--- config.mk ---
export PLATFORM = sky130hd
export DESIGN_NAME = if_fetch_unit
export DESIGN_NICKNAME = d
export VERILOG_FILES = /design/src/rtl/rv32i_types.sv /design/src/rtl/if_perf_ctr.sv /design/src/rtl/if_fetch_unit.sv
export SDC_FILE = /design/constraint.sdc
export NUM_CORES = 1
export LEC_CHECK = 0
export CORE_MARGIN = 2
export CORE_UTILIZATION = 50
export DETAILED_ROUTE_END_ITERATION = 8
export HOLD_SLACK_MARGIN = 0.05
export PLACE_DENSITY = 0.92
export SETUP_SLACK_MARGIN = 0.05
export SLEW_MARGIN = 20
export SYNTH_ARGS = -nofsm -noshare
export SYNTH_HDL_FRONTEND = slang
export SYNTH_SLANG_ARGS = --single-unit
--- constraint.sdc ---
create_clock -name clk -period 2.6 [get_ports clk]
set_input_delay 0.52 -clock clk [delete_from_list [all_inputs] [get_ports clk]]
set_output_delay 0.52 -clock clk [all_outputs]
set_load 0.02 [all_outputs]
--- src/rtl/rv32i_types.sv ---
// Shared RV32I types and constants for the fetch stage.
package rv32i_types;

  typedef logic [31:0] rv32i_word;

  // addi x0, x0, 0
  localparam rv32i_word NOP_INSTR = 32'h0000_0013;

  typedef enum logic [1:0] {
    FETCH   = 2'd0,
    HOLD    = 2'd1,
    DISCARD = 2'd2
  } if_state_t;

endpackage

--- src/rtl/if_perf_ctr.sv ---
// Fetch-stage performance counters: delivered instructions and HOLD cycles.
module if_perf_ctr
  import rv32i_types::*;
(
  input  logic      clk,
  input  logic      rst,
  input  logic      fetch,
  input  logic      hold,
  output rv32i_word fetch_count,
  output rv32i_word stall_count
);

  // Free-running 32-bit counters, wrapping naturally.
  always_ff @(posedge clk) begin
    if (rst) begin
      fetch_count <= '0;
      stall_count <= '0;
    end else begin
      if (fetch) fetch_count <= fetch_count + 32'd1;
      if (hold)  stall_count <= stall_count + 32'd1;
    end
  end

endmodule

--- src/rtl/if_fetch_unit.sv ---
// Instruction-fetch stage: owns the fetch PC, talks to instruction memory via
// a read/resp handshake, buffers one word across IF/ID stalls and handles
// redirects, including those that land while a request is outstanding.
// Optional build macro IF_PERF_CNT_EN adds fetch_count / stall_count outputs.
module if_fetch_unit
  import rv32i_types::*;
#(
  parameter rv32i_word RESET_PC  = 32'h4000_0000,
  parameter rv32i_word NOP_INSTR = rv32i_types::NOP_INSTR
) (
  input  logic      clk,
  input  logic      rst,
  input  logic      stall,
  input  logic      redirect,
  input  rv32i_word redirect_pc,
  output logic      imem_read,
  output rv32i_word imem_address,
  input  rv32i_word imem_rdata,
  input  logic      imem_resp,
  output logic      load_ifid,
  output rv32i_word instr_out,
  output rv32i_word pc_out
`ifdef IF_PERF_CNT_EN
  ,
  output rv32i_word fetch_count,
  output rv32i_word stall_count
`endif
);

  rv32i_word pc;
  rv32i_word req_addr;
  rv32i_word instr_buf;
  rv32i_word buf_pc;
  if_state_t state;

  rv32i_word target;
  rv32i_word seq_pc;

  // Redirect targets are word-aligned; masking keeps every redirect_pc bit in use.
  assign target       = redirect_pc & ~32'h3;
  assign seq_pc       = req_addr + 32'd4;
  assign imem_address = req_addr;

  // Handshake and IF/ID outputs decoded from current state and inputs.
  always_comb begin
    // NOTE: every output gets a default first so no path leaves it unassigned (no latch).
    imem_read = 1'b0;
    load_ifid = 1'b0;
    instr_out = NOP_INSTR;
    pc_out    = '0;
    if (!rst) begin
      case (state)
        FETCH: begin
          imem_read = 1'b1;
          if (imem_resp && !redirect && !stall) begin
            load_ifid = 1'b1;
            instr_out = imem_rdata;
            pc_out    = req_addr;
          end
        end
        HOLD: begin
          if (!redirect && !stall) begin
            load_ifid = 1'b1;
            instr_out = instr_buf;
            pc_out    = buf_pc;
          end
        end
        DISCARD: imem_read = 1'b1;
        default: ;
      endcase
    end
  end

  // FSM and fetch datapath; redirect outranks response and stall.
  always_ff @(posedge clk) begin
    // NOTE: sequential state uses non-blocking assignments so all registers update together.
    if (rst) begin
      pc        <= RESET_PC;
      req_addr  <= RESET_PC;
      instr_buf <= NOP_INSTR;
      buf_pc    <= '0;
      state     <= FETCH;
    end else begin
      case (state)
        FETCH: begin
          if (redirect) begin
            pc <= target;
            if (imem_resp) req_addr <= target;   // data dropped, refetch now
            else           state    <= DISCARD;  // wait out the stale request
          end else if (imem_resp) begin
            pc <= seq_pc;
            if (stall) begin
              instr_buf <= imem_rdata;
              buf_pc    <= req_addr;
              state     <= HOLD;
            end else begin
              req_addr <= seq_pc;
            end
          end
        end
        HOLD: begin
          if (redirect) begin
            pc       <= target;
            req_addr <= target;
            state    <= FETCH;
          end else if (!stall) begin
            req_addr <= pc;
            state    <= FETCH;
          end
        end
        DISCARD: begin
          if (redirect) pc <= target;
          if (imem_resp) begin
            req_addr <= redirect ? target : pc;
            state    <= FETCH;
          end
        end
        default: state <= FETCH;
      endcase
    end
  end

`ifdef IF_PERF_CNT_EN
  if_perf_ctr u_perf_ctr (
    .clk         (clk),
    .rst         (rst),
    .fetch       (load_ifid),
    .hold        (state == HOLD),
    .fetch_count (fetch_count),
    .stall_count (stall_count)
  );
`else
  // Counters are not built; the fetch behaviour is unchanged.
`endif

endmodule

==> results.toml <==
[pwr]
pwr_density_cell_nw_per_um2 = 686
power_leakage_nw = 3.54
vdd_drop_max_v = 0.000465

[synthesis]
synth.area.top_cells = "dfxtp_1 (37%), nand2_1 (9.8%), nor2_1 (7.5%)"
yosysMostFrequentCell = "nand2_1"
async_flop_share_pct = 0
synthTopCellsByCount = "nand2_1 (181), nor2_1 (139), dfxtp_1 (130)"
yosys_warnings = 0
synth_largest_area_cell = "dfxtp_1"
ys.flop_type = "dfxtp_1"
yosysUniqueCellTypes = 58
netlist_instances = 960
synth_edf_count = 0
ys_ff_latch = 130
avgSynthCellArea_um2 = 7.25
syn_area_um2 = 6960
synth.top_cell.area_share_pct = 37.4
syn_nets = 1033
synth-seq-area-share_pct = 37.4

[final_layout]
area_delta_synth_final_pct = 35.6
multi_input_area_um2 = 3980
fillerInstances = 1082
seq_area_um2 = 2600
final_cells = 1296
drive_gt1_share_pct = 16.5
fin_nets = 1176

[routing]
first_pass_iters = 7
num_vias = 7967
wl_per_cell_um = 18.0
antenna_left = 0
drtIter0Drc = 1159
vias_per_cell = 6.15
routed_wl_mm = 23.3
drc = 0

[setup_path]
r2r_slack_ns = 0.29
worst_path_max_delay_cell = "or2_2"
cpMostUsedCell = "nor2_1"
regToRegStartpoint = "imem_address[8]"
path_cells = "inv_1, ha_2, nor2_1, or2_2, buf_6, nor2_1, clkdlybuf4s15_2"
path_max_fanout = 23
crit_path_start_kind = "flip-flop"
required_ns = 2.08
r2r_cells = 6
slowest_delay_ns = 0.33
arrival_ns = 2.00
crit_type = "reg2out"
path_delay_family = "buffers and inverters"
reg2reg_to = "imem_address[22]"
endpoint_kind = "output port"
cp.buffers_inverters = 3

[clocking]
hold_buffers = 0
path_clk_slew_ns = 0.06
clkSinkCount = 130
cts_tree = "built"
clockRootBuffer = "clkbuf_16"
cts_buffer_depth = 2
clkLatencyLatePin_ns = 0.43
cts_max_level = 4
numCtsBuffers = 17

[global_routing]
antenna_found_initial = 1
grt_usage_pct = 30.0
grt_pass1_wl_mm = 35.9
grt_pass1_vias = 7203
grtUsageMet1_pct = 38.8
grt_max_degree = 103
grt-ovfl-total = 0
top_usage_layer = "met2"
use_met2_pct = 48.2
met3_usage_pct = 6.46

[floorplan]
die_width_um = 122
rows = 43
core_um2 = 13700
initial_utilization_pct = 50.7
io_pins = 167
die_h_um = 122
dieArea_um2 = 14900

[hold_path]
whs_endpoint = "buf_pc[14]"
hp-class = "reg2reg"
hold_start = "buf_pc[14]"
hold_depth = 2

[timing]
hold_violations = 0
timing.final.ws_setup_ns = 0.0762
finalCritPeriodShare_pct = 97.1
min_period_ns = 2.52
tightest_slew_ns = 1.07
max_freq_ghz = 0.396
setup_violations = 0
finalHoldWorstSlack_ns = 0.454
relSlewSlack_pct = 28.4
tns_ns = 0
skew_ns = 0.00766
rsz0062_at_grt = "yes"
slew_violations = 0

[flow_run]
cap_viol_max_count = 0

[place]
port_buffers = 164
dp_slack_ns = -0.388
dp_cells = 1258
dp_hpwl_mm = 14.5
gp_congestion = 0.892

[outcome]
status = "complete, no violations"
-- worst max path at each step --
stage	from	endpoint	slack [ns]	cells after the start
after CTS	stall	pc_out[25]	0.02	7
final	state[1]	pc_out[11]	0.08	7
after detailed placement	stall	pc_out[31]	-0.39	7
after global placement	stall	pc_out[31]	-0.37	7
after floorplan	redirect	pc_out[13]	0.19	7
after global routing	state[1]	pc_out[11]	0.002	7
-- what timing repair did --
action | CTS | global route
pin swaps | 0 | 3
endpoints found under the setup margin | 65 | 52
resized for setup | 226 | 50
buffers inserted | 0 | 1
gates cloned | 0 | 5
-- metal layers --
metal	share of wire [%]	vias to the layer above	wire length, µm
met4	3.9	0	914
met2	48	458	11100
met1	40	3733	9320
li1	-	3683	-
met5	0	-	0
met3	8.5	93	1990
-- worst reg2reg max path: stages, from the launching register on --
cell and delay (ns):
dfxtp_1 0.52, nand4_1 0.25, or4_1 0.68, buf_4 0.22
nor3_1 0.17, o21ai_1 0.10, a311oi_1 0.27
-- metrics by stage --
stage / cell area [µm²] / utilization (%) / total power, W
after detailed placement: 8950 / 65.3 / 0.00398
after CTS: 9500 / 69.3 / 0.00643
after global placement: 8950 / 65.3 / 0.00393
after floorplan: 6960 / - / 0.00330
final: 9440 / 68.8 / 0.00648
after global routing: 9440 / 68.8 / 0.00672
-- where the power goes --
group | total [W] | leakage [nW] | internal [W] | switching [W]
Clock | 0.00245 | 0.274 | 0.00153 | 0.000925
Sequential | 0.00239 | 1.06 | 0.00218 | 0.000201
Combinational | 0.00164 | 2.21 | 0.000688 | 0.000948
-- area by class of cell --
class / count / area share [%]
Inverter: 10 / 0.398
Clock inverter: 12 / 1.67
Sequential cell: 130 / 27.6
Multi-Input combinational cell: 720 / 42.1
Tap cell: 180 / 2.39
Timing Repair Buffer: 224 / 21.1
Antenna cell: 1 / 0.0265
Clock buffer: 19 / 4.69
-- layout by cell type, fill, tap and decap left out, drive strengths merged, types with 10 or more instances in the layout --
master / instances
buf: 118
nor3: 19
dfxtp: 130
a22oi: 62
o21ai: 30
nor2: 139
a211oi: 33
and3: 11
nand2: 181
inv: 12
nand3: 21
clkdlybuf4s50: 96
nand3b: 10
clkbuf: 25
a21oi: 87
nand4: 11
-- kinds of logic after synthesis --
group	Yosys count	synth area share (%)
simple gates	437	28.6
compound gates	268	25.6
flops	130	37.4
buf+inv	110	6.18
mux	7	1.04
xor+xnor	4	0.503
fa+ha+maj	4	0.719
-- registers in the layout, indices dropped and copies added (netlist names) --
signal and flops:
pc 32, instr_buf 32, state 2, imem_address 32
buf_pc 32
(Power assumes the default switching activity.)
==> variant, RTL diff (same flow settings) <==
Add a define of `IF_PERF_CNT_EN`.
--- a/src/rtl/if_fetch_unit.sv
+++ b/src/rtl/if_fetch_unit.sv
@@ -4,2 +4,4 @@
 // Optional build macro IF_PERF_CNT_EN adds fetch_count / stall_count outputs.
+`define IF_PERF_CNT_EN
+
 module if_fetch_unit
Check against the original RTL (old outputs only; new: fetch_count and stall_count): equivalent (equiv_simple and equiv_induct, registers matched by name and starting in step).
==> variant against the original RTL <==
- routed wire length increased by 29%
- global-route usage decreased by 2.2 points
- maximum frequency decreased by 0.23%
- sequential cell count increased by 64
- first-iteration DRC count decreased by 15%
- design area increased by 41%
- total power increased by 18%
- count of clock-buffer cells in the layout decreased by 2
- worst hold slack improved by 0.0026 ns
- via count increased by 31%
- worst setup slack got worse by 0.0058 ns
- critical path depth decreased by 2
- area after synthesis increased by 42%
- largest cell class unchanged
==> variant: results (changes against the original RTL) <==
| Metric | Value |
|---|---|
| Clock network share of area | 4.29% (-2.1 points) |
| Metal-1 WL | 12.1 mm (+30%) |
| Clock power frac | 33.9% (-4.0 points) |
| Status | finished clean |
| Crit Path Max Fanout | 44 (+91%) |
| Met2 track demand over resource | 45.4% (-2.8 points) |
| Pwr dens | 574 nW/um^2 (-16%) |
| CP endpoint | pc_out[24] |
| Met3 Wirelength | 2.50 mm (+26%) |
| Global-route wire length before repair | 47.1 mm (+31%) |
| RR Startpoint | state[0] |
| Buffering overhead | 20.2% (-0.94 points) |
| DP Wirelength | 20.1 mm (+39%) |
| Met1 Use GR | 35.6% (-3.2 points) |
| RR Endpoint | u_perf_ctr.stall_count[30] |
| Detailed-router iteration count before antenna repair | 6 (-1) |
| Slew HR | 54.0% (+26 points) |
| Routed wl met2 | 14.3 mm (+30%) |
| Seq cells | 194 (+49%) |
| Setup WS pre-CTS | -0.266 ns (+0.122 ns) |
| Invs w/o clock | 24 (+14) |
| Setup crit start | stall |
| Power Combinational | 1720 uW (+5%) |
| Initial drt markers | 982 (-15%) |
| Distinct cells, synth | 63 (+8.6%) |
| Largest net degree at the start of global routing | 65 (-37%) |
| Post-cts sizing count | 151 (-33%) |
==> variant: changes by cell type after synthesis, moves of 19 or more <==
cell     delta
a21oi_1    -31
a32oi_1    +31
dfxtp_1    +64
nand2_1    -33
nand4_1    +19
nor2_1     +88
xnor2_1    +39
==> variant: per-stage QoR <==
stage	hold slack, ns	cell area [sq um]	setup TNS, ns
final	0.457	13300	0
after global placement	0.441	12700	-12.53
after floorplan	0.432	10100	0
after global routing	0.479	13300	-0.00668
after detailed placement	0.447	12700	-13.70
after CTS	0.459	13400	0
==> variant: cells by family (layout without fill, tap and decap cells) <==
logic type / after synthesis / count (layout) / synth area share, %
simple gates: 576 / 576 / 27.0
compound gates: 283 / 283 / 20.5
xor+xnor: 56 / 56 / 4.95
fa+ha+maj: 7 / 7 / 0.884
flops: 194 / 194 / 39.2
buf+inv: 144 / 344 / 5.87
mux: 15 / 15 / 1.58
